===== src/rtl/instr_encoder.sv =====
// Streaming RV32I encoder: packs decoded micro-op fields into 32-bit words,
// rejects out-of-range immediates and buffers legal words in a small FIFO.
module instr_encoder #(
    parameter int DATA_WIDTH = 32,
    parameter int FIFO_DEPTH = 4
) (
    input  logic                          clk,
    input  logic                          rst_n,
    input  logic                          in_valid,
    output logic                          in_ready,
    input  logic [2:0]                    in_kind,
    input  logic [$clog2(DATA_WIDTH)-1:0] rs1,
    input  logic [$clog2(DATA_WIDTH)-1:0] rs2,
    input  logic [$clog2(DATA_WIDTH)-1:0] rd,
    input  logic [DATA_WIDTH-1:0]         imm,
    output logic                          out_valid,
    input  logic                          out_ready,
    output logic [DATA_WIDTH-1:0]         out_instr,
    output logic                          err,
    output logic [7:0]                    err_count
);

    localparam int PTR_W = $clog2(FIFO_DEPTH);
    localparam int CNT_W = PTR_W + 1;
    localparam logic [CNT_W-1:0] DEPTH_C = CNT_W'(FIFO_DEPTH);

    localparam logic [2:0] KIND_LW   = 3'd0;
    localparam logic [2:0] KIND_SW   = 3'd1;
    localparam logic [2:0] KIND_ADDI = 3'd2;
    localparam logic [2:0] KIND_ADD  = 3'd3;
    localparam logic [2:0] KIND_SUB  = 3'd4;
    localparam logic [2:0] KIND_LUI  = 3'd5;
    localparam logic [2:0] KIND_BEQ  = 3'd6;

    localparam logic [6:0] OP_LOAD   = 7'b0000011;
    localparam logic [6:0] OP_STORE  = 7'b0100011;
    localparam logic [6:0] OP_IMM    = 7'b0010011;
    localparam logic [6:0] OP_REG    = 7'b0110011;
    localparam logic [6:0] OP_LUI    = 7'b0110111;
    localparam logic [6:0] OP_BRANCH = 7'b1100011;

    localparam logic [2:0] F3_ZERO = 3'b000;
    localparam logic [2:0] F3_WORD = 3'b010;

    localparam logic [6:0] F7_ADD = 7'b0000000;
    localparam logic [6:0] F7_SUB = 7'b0100000;

    logic [DATA_WIDTH-1:0] mem [FIFO_DEPTH];

    logic [PTR_W-1:0] wr_ptr_reg, wr_ptr_next;
    logic [PTR_W-1:0] rd_ptr_reg, rd_ptr_next;
    logic [CNT_W-1:0] count_reg, count_next;
    logic             err_reg, err_next;
    logic [7:0]       err_count_reg, err_count_next;

    logic [DATA_WIDTH-1:0] encoded_word;
    logic                  enc_legal;
    logic                  imm12_ok;
    logic                  imm13_ok;
    logic                  lui_ok;
    logic                  accept;
    logic                  push;
    logic                  pop;

    // Sign-extension checks: the bits above the field must all copy its sign bit.
    assign imm12_ok = (&imm[31:11]) | ~(|imm[31:11]);
    assign imm13_ok = ((&imm[31:12]) | ~(|imm[31:12])) & ~imm[0];
    assign lui_ok   = ~(|imm[11:0]);

    always_comb begin
        encoded_word = '0;
        enc_legal    = 1'b0;
        case (in_kind)
            KIND_LW: begin
                encoded_word = {imm[11:0], rs1, F3_WORD, rd, OP_LOAD};
                enc_legal    = imm12_ok;
            end
            KIND_SW: begin
                encoded_word = {imm[11:5], rs2, rs1, F3_WORD, imm[4:0], OP_STORE};
                enc_legal    = imm12_ok;
            end
            KIND_ADDI: begin
                encoded_word = {imm[11:0], rs1, F3_ZERO, rd, OP_IMM};
                enc_legal    = imm12_ok;
            end
            KIND_ADD: begin
                encoded_word = {F7_ADD, rs2, rs1, F3_ZERO, rd, OP_REG};
                enc_legal    = 1'b1;
            end
            KIND_SUB: begin
                encoded_word = {F7_SUB, rs2, rs1, F3_ZERO, rd, OP_REG};
                enc_legal    = 1'b1;
            end
            KIND_LUI: begin
                encoded_word = {imm[31:12], rd, OP_LUI};
                enc_legal    = lui_ok;
            end
            KIND_BEQ: begin
                encoded_word = {imm[12], imm[10:5], rs2, rs1, F3_ZERO,
                                imm[4:1], imm[11], OP_BRANCH};
                enc_legal    = imm13_ok;
            end
            default: begin
                encoded_word = '0;
                enc_legal    = 1'b0;
            end
        endcase
    end

    // in_ready depends only on registered count, so out_ready never reaches it.
    assign in_ready  = (count_reg < DEPTH_C);
    assign out_valid = (count_reg != '0);
    assign out_instr = mem[rd_ptr_reg];
    assign err       = err_reg;
    assign err_count = err_count_reg;

    assign accept = in_valid & in_ready;
    assign push   = accept & enc_legal;
    assign pop    = out_valid & out_ready;

    always_comb begin
        wr_ptr_next    = wr_ptr_reg;
        rd_ptr_next    = rd_ptr_reg;
        count_next     = count_reg;
        err_next       = 1'b0;
        err_count_next = err_count_reg;

        if (push) begin
            wr_ptr_next = wr_ptr_reg + 1'b1;
        end
        if (pop) begin
            rd_ptr_next = rd_ptr_reg + 1'b1;
        end

        case ({push, pop})
            2'b10:   count_next = count_reg + 1'b1;
            2'b01:   count_next = count_reg - 1'b1;
            default: count_next = count_reg;
        endcase

        if (accept && !enc_legal) begin
            err_next = 1'b1;
            if (err_count_reg != 8'hFF) begin
                err_count_next = err_count_reg + 8'd1;
            end
        end
    end

    always_ff @(posedge clk) begin
        if (!rst_n) begin
            wr_ptr_reg    <= '0;
            rd_ptr_reg    <= '0;
            count_reg     <= '0;
            err_reg       <= 1'b0;
            err_count_reg <= 8'd0;
        end else begin
            wr_ptr_reg    <= wr_ptr_next;
            rd_ptr_reg    <= rd_ptr_next;
            count_reg     <= count_next;
            err_reg       <= err_next;
            err_count_reg <= err_count_next;
        end
    end

    // Storage is not reset; the pointers alone define what is valid.
    always_ff @(posedge clk) begin
        if (rst_n && push) begin
            mem[wr_ptr_reg] <= encoded_word;
        end
    end

endmodule


===== config.mk =====
export PLATFORM = sky130hd
export DESIGN_NAME = instr_encoder
export DESIGN_NICKNAME = d
export VERILOG_FILES = /design/src/rtl/instr_encoder.sv
export SDC_FILE = /design/constraint.sdc
export NUM_CORES = 1
export LEC_CHECK = 0
export CAP_MARGIN = 10
export CORE_MARGIN = 2
export CORE_UTILIZATION = 35
export CTS_CLUSTER_DIAMETER = 50
export DETAILED_ROUTE_END_ITERATION = 8
export PLACE_DENSITY = 0.56
export SLEW_MARGIN = 20
export SYNTH_ARGS = -nofsm -noshare
export SYNTH_HDL_FRONTEND = slang
export SYNTH_SLANG_ARGS = --single-unit

===== constraint.sdc =====
create_clock -name clk -period 3.76 [get_ports clk]
set_clock_uncertainty 0.05 [all_clocks]
set_input_delay 0.752 -clock clk [delete_from_list [all_inputs] [get_ports clk]]
set_output_delay 0.752 -clock clk [all_outputs]
set_load 0.005 [all_outputs]

==> metrics.csv <==
metric,value,unit
synthTopCellsByArea,"edfxtp_1 (60%), mux4_2 (11%), dfxtp_1 (6.0%), mux2i_1 (2.3%), nand2_1 (2.1%)",
rsz0062_at_grt,false,
grt_pass1_wl,22250,microns
holdCritPathClass,reg2reg,
cts_resized,0,
powerDensity,504.0,mW/mm^2
routed-via-count,3859,
vias_per_cell,5.173,
clock_path_buffers,2,
worstRegToRegCells,9,
cts_tree,yes,
peakVddDrop,0.3125,mV
critPathTopFamily,adder cells,
clock.fmax,296.7,MHz
path_max_fanout,2,
initial_core_util,0.3537,
synth_most_common_cell,edfxtp_1,
synthCells,394,
setup_viol,0,
dp_slack,-0.02792,ns
drc,0,
drive_gt1_frac,0.1596,
htree_levels,4,
end_kind,register,
cts_buffers,17,
tightestPinTransition,0.5779,ns
synth.cell_area,0.006033,sq mm
place.gp.congestion,0.7899,
worstSetupPathType,in2reg,
r2r_start,count_reg[0],
antenna_found_initial,2,
path_buf_inv,3,
crit_chain,clkdlybuf4s50_1 > clkinv_1 > ha_1 > a21oi_2 > nor2b_1 > o32a_1 > or2_0 > nand2_1 > ha_1 > inv_1 > fa_1 > xor2_1 > or3_1 > a21boi_0,
synth_flop_cell,edfxtp_1,
largest_reg_flops,120,
async_reset_ff_frac,0,
dp.cells,713,
drt_first_pass_iters,6,
syn-mean-instance-area,15.31,sq um
max_stage_delay,0.51,ns
rows,48,
grt_usage,0.1661,
worstSkewPairLatency,0.42,ns
seq_area,0.003965,sq mm
syn-num-nets,456,
ys_ff_latch,138,
yosysTopAreaCellShare,0.5973,
post-cts-setup-buffers,0,
grt_pass1_vias,3984,
wl_per_cell,19.24,microns
die_h,135.3,microns
fin_crit,3.371,ns
seq_area_frac_synth,0.6570,
cts-root-buf,clkbuf_16,
hold_ws,0.4482,ns
p_leak,2.611,nW
io_pins,97,
slowest_stage,clkdlybuf4s50_1,
grt_max_degree,31,
yosys_warnings,0,
synth_commonest_cells,"edfxtp_1 (120), nand2_1 (33), mux4_2 (30), dfxtp_1 (18), a21oi_1 (15)",
cpMostUsedCell,ha_1,
fill_cells,1512,
synth_top_cell_by_area,edfxtp_1,
power,3.989,mW
dpl.hpwl,9968,microns
timing.reg2reg.setup_slack,1.68,ns
ctsHoldBuffers,0,
cp-start-kind,input port,
synthDistinctLibCells,43,
syn_to_final_growth,31.19,%
synth_edf_count,120,
multi_input_area,0.001928,sq mm
drv_slew,0,
dieArea,0.01830,sq mm
holdPathStages,2,
portBuffers,95,
setup_ws,0.3891,ns
finalCritPeriodShare,0.8965,
stdcell_count,746,
arrival,3.67,ns
drt_iter0_markers,286,
cap_violations,0,
outcome,finished clean,
r2r_end,count_reg[2],
dieWidth,135.3,microns
crit_required,4.06,ns
final-hold-violation-count,0,
min_from,err_count[4],
cts_sinks,138,
final_net_count,569,
grt_overflow_total,0,
clk_pin_slew,0.06,ns
slew_headroom,0.6118,
hold-path-endpoint,err_count[4],
antenna_left,0,
postRouteWirelength,14360,microns
core_area,0.01706,sq mm
==> metal layers <==
metal | global-route usage | vias to the layer above | wire (microns)
met3 | 0.04302 | 20 | 903
met5 | 0 | - | 0
li1 | - | 1801 | -
met2 | 0.2772 | 118 | 7019
met1 | 0.2093 | 1920 | 6171
met4 | 0.06192 | 0 | 261
==> through the flow <==
| stage | TNS [ns] | util | cell area (sq um) |
|---|---|---|---|
| finish | 0 | 0.4641 | 7915 |
| global placement | 0 | 0.4324 | 7375 |
| floorplan | 0 | - | 6033 |
| CTS | 0 | 0.4639 | 7913 |
| detailed placement | -0.02792 | 0.4324 | 7375 |
| global route | 0 | 0.4639 | 7913 |
==> cells in the final DEF, fill, tap and decap left out, drive strengths merged, types with 2 or more instances in the layout <==
master | netlist | final
and3 | 8 | 8
a21oi | 16 | 16
o41ai | 2 | 2
ha | 7 | 7
nand2b | 6 | 6
nand4 | 8 | 8
a221oi | 10 | 10
nor3 | 6 | 6
nor4 | 8 | 8
nand2 | 33 | 33
clkinv | 1 | 8
a22oi | 4 | 4
inv | 10 | 10
xor2 | 2 | 2
dfxtp | 18 | 18
o22ai | 2 | 2
clkbuf | 14 | 19
edfxtp | 120 | 120
xnor2 | 2 | 2
o311ai | 4 | 4
o31ai | 3 | 3
o311a | 2 | 2
clkinvlp | 0 | 5
nor2 | 8 | 8
mux2i | 14 | 14
mux4 | 30 | 30
nand3 | 7 | 7
a21boi | 2 | 2
a31oi | 2 | 2
or3 | 2 | 2
clkdlybuf4s50 | 0 | 95
nor2b | 6 | 6
buf | 8 | 21
o21ai | 13 | 13
and2 | 9 | 9
==> logic make-up (layout without fill, tap and decap cells) <==
logic type                 after synthesis  count (layout)  synth area share
muxes                                   44              44            0.1352
and+or+nand+nor                        104             104           0.09042
AOI/OAI and AO/OA                       62              62           0.06968
adders and majority gates                8               8           0.01783
xor gates and xnor gates                 4               4          0.005808
DFF                                    138             138            0.6570
other                                    1               2         0.0006216
buffers and inverters                   33             159           0.02343
==> worst register-to-register path, stage by stage (launching register included) <==
cell      delay (ns)
dfxtp_1         0.34
inv_1           0.08
nand3_1         0.11
and2_1          0.20
ha_1            0.19
inv_1           0.05
fa_1            0.37
xor2_1          0.15
or3_1           0.30
a21boi_0        0.16
==> worst max-delay path by stage <==
stage | start | to | cells past startpoint
floorplan | in_kind[1] | count_reg[2] | 15
global placement | in_kind[2] | count_reg[2] | 14
detailed placement | in_kind[1] | count_reg[2] | 14
CTS | in_kind[1] | count_reg[2] | 14
global route | in_kind[1] | count_reg[2] | 14
finish | in_kind[1] | count_reg[2] | 14
==> layout make-up <==
cell class,count,area share
tap,225,0.03557
multi-input combinational,223,0.2436
clock inverter,13,0.01328
inverter,11,0.005217
sequential,138,0.5009
clock buffer,19,0.05469
timing repair buffer,116,0.1464
antenna,1,0.0003162
==> report_power, final <==
part	leakage (nW)	switching [mW]	total, mW	internal (mW)
sequential	1.24	0.0443	1.76	1.71
combinational	1.12	0.300	0.739	0.440
clock	0.252	0.595	1.49	0.897
(Power assumes the default switching activity.)
